--- config.mk ---
export PLATFORM = sky130hd
export DESIGN_NAME = fifo_ctrl
export DESIGN_NICKNAME = d
export VERILOG_FILES = /design/src/rtl/fifo_ctrl_pkg.sv /design/src/rtl/fifo_ctrl_ptr_counter.sv /design/src/rtl/fifo_ctrl.sv
export SDC_FILE = /design/constraint.sdc
export NUM_CORES = 1
export LEC_CHECK = 0
export CAP_MARGIN = 20
export CORE_UTILIZATION = 30
export DETAILED_ROUTE_END_ITERATION = 8
export PLACE_DENSITY = 0.51
export SLEW_MARGIN = 30
export SYNTH_ARGS = -nofsm -noshare
export SYNTH_HDL_FRONTEND = slang
export SYNTH_SLANG_ARGS = --single-unit
--- constraint.sdc ---
create_clock -name clk -period 3.1 [get_ports clk]
set_clock_uncertainty 0.1 [all_clocks]
set_input_delay 0.93 -clock clk [delete_from_list [all_inputs] [get_ports clk]]
set_output_delay 0.93 -clock clk [all_outputs]
set_load 0.005 [all_outputs]
--- src/rtl/fifo_ctrl_pkg.sv ---
// Shared defaults and derived widths for the FIFO controller and its pointer counters.
package fifo_ctrl_pkg;

  localparam int ADDR_WIDTH_DEF      = 4;
  localparam int ALMOST_FULL_TH_DEF  = 12;
  localparam int ALMOST_EMPTY_TH_DEF = 2;

  // Occupancy needs one extra bit so that a completely full FIFO (DEPTH) is representable.
  function automatic int count_width(input int addr_width);
    return addr_width + 1;
  endfunction

endpackage

--- src/rtl/fifo_ctrl_ptr_counter.sv ---
// Wrapping ADDR_WIDTH-bit pointer with increment enable; rolls over naturally at DEPTH.
module ptr_counter
  import fifo_ctrl_pkg::*;
#(
  parameter int ADDR_WIDTH = ADDR_WIDTH_DEF
) (
  input  logic                  clk,
  input  logic                  reset_L,
  input  logic                  en,
  output logic [ADDR_WIDTH-1:0] ptr
);

  always_ff @(posedge clk or negedge reset_L) begin
    if (!reset_L) begin
      ptr <= '0;
    end else if (en) begin
      ptr <= ptr + 1'b1;
    end
  end

endmodule

--- src/rtl/fifo_ctrl.sv ---
// FIFO control beside the dual-port memoria: gates push/pop, drives addresses and enables,
// tracks occupancy, registers status/error flags and the read-data valid strobe.
module fifo_ctrl
  import fifo_ctrl_pkg::*;
#(
  parameter int ADDR_WIDTH      = ADDR_WIDTH_DEF,
  parameter int DEPTH           = 1 << ADDR_WIDTH,
  parameter int ALMOST_FULL_TH  = ALMOST_FULL_TH_DEF,
  parameter int ALMOST_EMPTY_TH = ALMOST_EMPTY_TH_DEF
) (
  input  logic                  clk,
  input  logic                  reset_L,
  input  logic                  push,
  input  logic                  pop,
  output logic                  mem_write,
  output logic                  mem_read,
  output logic [ADDR_WIDTH-1:0] addressW,
  output logic [ADDR_WIDTH-1:0] addressR,
  output logic                  data_valid,
  output logic [ADDR_WIDTH:0]   count,
  output logic                  full,
  output logic                  empty,
  output logic                  almost_full,
  output logic                  almost_empty,
  output logic                  overflow,
  output logic                  underflow
);

  localparam int CW = count_width(ADDR_WIDTH);
  localparam logic [CW-1:0] DEPTH_C = CW'(DEPTH);
  localparam logic [CW-1:0] AF_TH   = CW'(ALMOST_FULL_TH);
  localparam logic [CW-1:0] AE_TH   = CW'(ALMOST_EMPTY_TH);

  logic          push_ok;
  logic          pop_ok;
  logic [CW-1:0] count_nxt;

  // A pop frees a slot in the same cycle, so a push at full is still taken when paired with one.
  always_comb begin
    pop_ok    = pop & ~empty & reset_L;
    push_ok   = push & (~full | pop_ok) & reset_L;
    mem_write = push_ok;
    mem_read  = pop_ok;
    count_nxt = count;
    case ({push_ok, pop_ok})
      2'b10:   count_nxt = count + 1'b1;
      2'b01:   count_nxt = count - 1'b1;
      default: count_nxt = count;
    endcase
  end

  ptr_counter #(.ADDR_WIDTH(ADDR_WIDTH)) u_wr_ptr (
    .clk     (clk),
    .reset_L (reset_L),
    .en      (push_ok),
    .ptr     (addressW)
  );

  ptr_counter #(.ADDR_WIDTH(ADDR_WIDTH)) u_rd_ptr (
    .clk     (clk),
    .reset_L (reset_L),
    .en      (pop_ok),
    .ptr     (addressR)
  );

  // Stage boundary: occupancy, flags from next count, valid aligned with memoria's registered read.
  always_ff @(posedge clk or negedge reset_L) begin
    if (!reset_L) begin
      count        <= '0;
      full         <= 1'b0;
      empty        <= 1'b1;
      almost_full  <= 1'b0;
      almost_empty <= 1'b1;
      overflow     <= 1'b0;
      underflow    <= 1'b0;
      data_valid   <= 1'b0;
    end else begin
      count        <= count_nxt;
      full         <= (count_nxt == DEPTH_C);
      empty        <= (count_nxt == '0);
      almost_full  <= (count_nxt >= AF_TH);
      almost_empty <= (count_nxt <= AE_TH);
      overflow     <= overflow  | (push & ~push_ok);
      underflow    <= underflow | (pop & empty);
      data_valid   <= pop_ok;
    end
  end

endmodule
==> results.json <==
{
  "status": "finished, final reports clean",
  "htree_num_levels": 1,
  "crit_path_end_kind": "flop",
  "power_density_nw_per_um2": 912,
  "ir_drop_uv": 361,
  "fin_area_sq_um": 1500,
  "max_slew_margin": 0.772,
  "drt-initial-drc-count": 26,
  "comb_power_share": 0.538,
  "clkSinkCount": 20,
  "diodes": 0,
  "clk_pin_slew_ns": 0.09,
  "hold_depth": 1,
  "rr_endpoint": "almost_empty",
  "critPathKind": "in -> reg",
  "gp_congestion": 0.687,
  "synth-edff-count": 0,
  "required_ns": 3.19,
  "ys_top_cells_by_count": "dfrtp_1 (18), xnor2_1 (7), inv_1 (6), nand2_1 (6)",
  "grt_max_degree": 21,
  "rsz0062_at_grt": "no",
  "synth_top_family_by_area": "compound AO/OA/AOI/OAI gates",
  "p_sw_uw": 481,
  "wirelength_microns": 2030,
  "r2r_setup_slack_ns": 0.52,
  "cts_buffers": 3,
  "drive_above_1_share": 0.328,
  "timing.fmax_mhz": 336,
  "synth_seq_area_share": 0.501,
  "grt_overflow": 0,
  "ys_warn_count": 0,
  "placed_area_sq_um": 1430,
  "ys_async_sr_fraction": 1.00,
  "synth-simple-area-share": 0.126,
  "worst_pin_slew_ns": 0.337,
  "synth-xor-area-share": 0.0946,
  "r2r-start": "empty",
  "cts_buffer_depth": 2,
  "worstSetupStartpointType": "input port",
  "p_sw_frac": 0.353,
  "synthMuxAreaShare": 0.0324,
  "clkPwrFrac": 0.090,
  "avgRoutedWirePerCell_microns": 11.8,
  "fin_ws_ns": 0.120,
  "drv_cap": 0,
  "coreArea_sq_um": 3100,
  "slew_viol_final": 0,
  "first_global_vias": 778,
  "min_from": "underflow",
  "syn-cell-area_sq_um": 1000,
  "pwr-share-seq": 0.372,
  "period_share": 0.961,
  "min_to": "underflow",
  "cts-hold-fix-buffers": 0,
  "syn_area_per_cell_sq_um": 12.0,
  "vias": 763,
  "synthMostInstantiatedCell": "dfrtp_1",
  "finalSetupViolCount": 0,
  "io_buffer_count": 25,
  "synth-compound-area-share": 0.142,
  "rows": 20,
  "netlist_instances": 84,
  "dr.pass1.iters": 4,
  "synth_top_area_frac": 0.448,
  "synthAdderAreaFrac": 0.0623,
  "place_ws_ns": -0.556,
  "cts_root_buf": "clkbuf_4",
  "post-dp-hpwl_microns": 1560,
  "p_leak_uw": 0.000660,
  "syn2layout_area_growth_pct": 48.9,
  "start_util": 0.324,
  "drc": 0,
  "cp_max_fo": 5,
  "reg2reg_depth": 11,
  "final_util": 0.482,
  "yosys.area.top_type": "dfrtp_1",
  "clock_latency_ns": 0.28,
  "yosys_register_bits": 20,
  "grt_pass1_wl_microns": 3470,
  "die_area_sq_um": 3580,
  "dieWidth_microns": 59.9,
  "hold_path_class": "reg -> reg",
  "antenna_left": 0,
  "ys_types": 37,
  "grt_antenna_before_repair": 0,
  "die_y_microns": 59.9,
  "crit_arrival_ns": 3.07,
  "cts_tree": "built",
  "final_nets": 138,
  "synth.area.top_cells": "dfrtp_1 (45%), ha_1 (6.2%), xnor2_1 (6.1%)",
  "hold_viol_final": 0,
  "internal-power_uw": 883,
  "synth_fp_nets": 93,
  "ios": 26,
  "vias_per_cell": 4.44,
  "fin_crit_ns": 2.98,
  "synth_flop_cell": "dfrtp_1",
  "grt_usage": 0.133
}
## layout by cell type (no fill, tap or decap), types with 2 or more instances in the layout
cell type and n:
xor2_1 2, inv_1 5, dlygate4sd2_1 4, a21o_1 2
ha_2 3, mux2_2 2, clkbuf_4 3, dfstp_2 2
ha_1 2, inv_2 2, nand2_1 5, xnor2_1 7
nand4_1 2, buf_4 16, dfrtp_1 18, nor2_1 4
a21oi_2 3, clkdlybuf4s50_1 21
## area by class of cell
type                            count  area [sq um]
Fill cell                         325          1610
Multi-Input combinational cell     55           509
Sequential cell                    20           503
Timing Repair Buffer               42           377
Tap cell                           44          55.1
Clock buffer                        4          26.3
Inverter                            7          26.3
## sequential cells by signal, summed over array words and instances (netlist names)
signal	flops
almost_empty	1
u_rd_ptr.ptr	4
almost_full	1
full	1
empty	1
count	5
underflow	1
data_valid	1
overflow	1
u_wr_ptr.ptr	4
## layer usage
metal,vias up,GRT usage,part of all wire
li1,380,-,-
met1,365,0.154,0.44
met2,16,0.224,0.50
met3,2,0.0498,0.045
met4,0,0.0432,0.0079
met5,-,0,0
## critical path, cell delays in order
cell             delay (ns)
clkdlybuf4s50_1        0.50
nand2_2                0.07
ha_2                   0.19
xor2_1                 0.17
ha_2                   0.25
nor4b_2                0.06
a41o_1                 0.22
a22o_4                 0.24
xor2_4                 0.17
a2111oi_4              0.27
## power groups by stage
stage          clock network (uW)  registers [uW]  logic, uW
5_1_grt                       140             527        822
2_1_floorplan                   0             501        346
3_5_place_dp                    0             512        727
4_1_cts                       133             509        743
3_3_place_gp                    0             507        724
6_report                      122             508        734
## metrics by stage
step / hold WS (ns) / power, uW / setup TNS (ns) / cells
floorplan: 0.351 / 848 / 0 / 84
global placement: 0.342 / 1230 / -2.98 / 165
detailed placement: 0.352 / 1240 / -3.55 / 165
CTS: 0.378 / 1380 / 0 / 172
global route: 0.395 / 1490 / 0 / 172
finish: 0.370 / 1360 / 0 / 172
## cell families (layout without fill, tap and decap cells)
kind of cell | count (synthesis) | after routing
buffers and inverters | 9 | 53
adder cells (fa/ha/maj) | 5 | 5
XOR/XNOR | 10 | 10
AND/OR/NAND/NOR | 22 | 22
AO/OA/AOI/OAI | 15 | 15
multiplexers | 3 | 3
flip-flops | 20 | 20
## how the worst max path moves through the flow
stage,startpoint,endpoint,slack (ns)
floorplan,pop,almost_empty,0.01
global placement,pop,full,-0.46
detailed placement,pop,full,-0.56
CTS,pop,almost_empty,0.06
global route,pop,almost_empty,0.01
finish,push,almost_empty,0.12
## repair_timing
item                                    4_1_cts  5_1_grt
resized for setup                             8        3
pin swaps                                     1        1
setup buffers                                 3        0
endpoints found under the setup margin        7        3
Note: power is estimated with default switching activity, not from simulation.
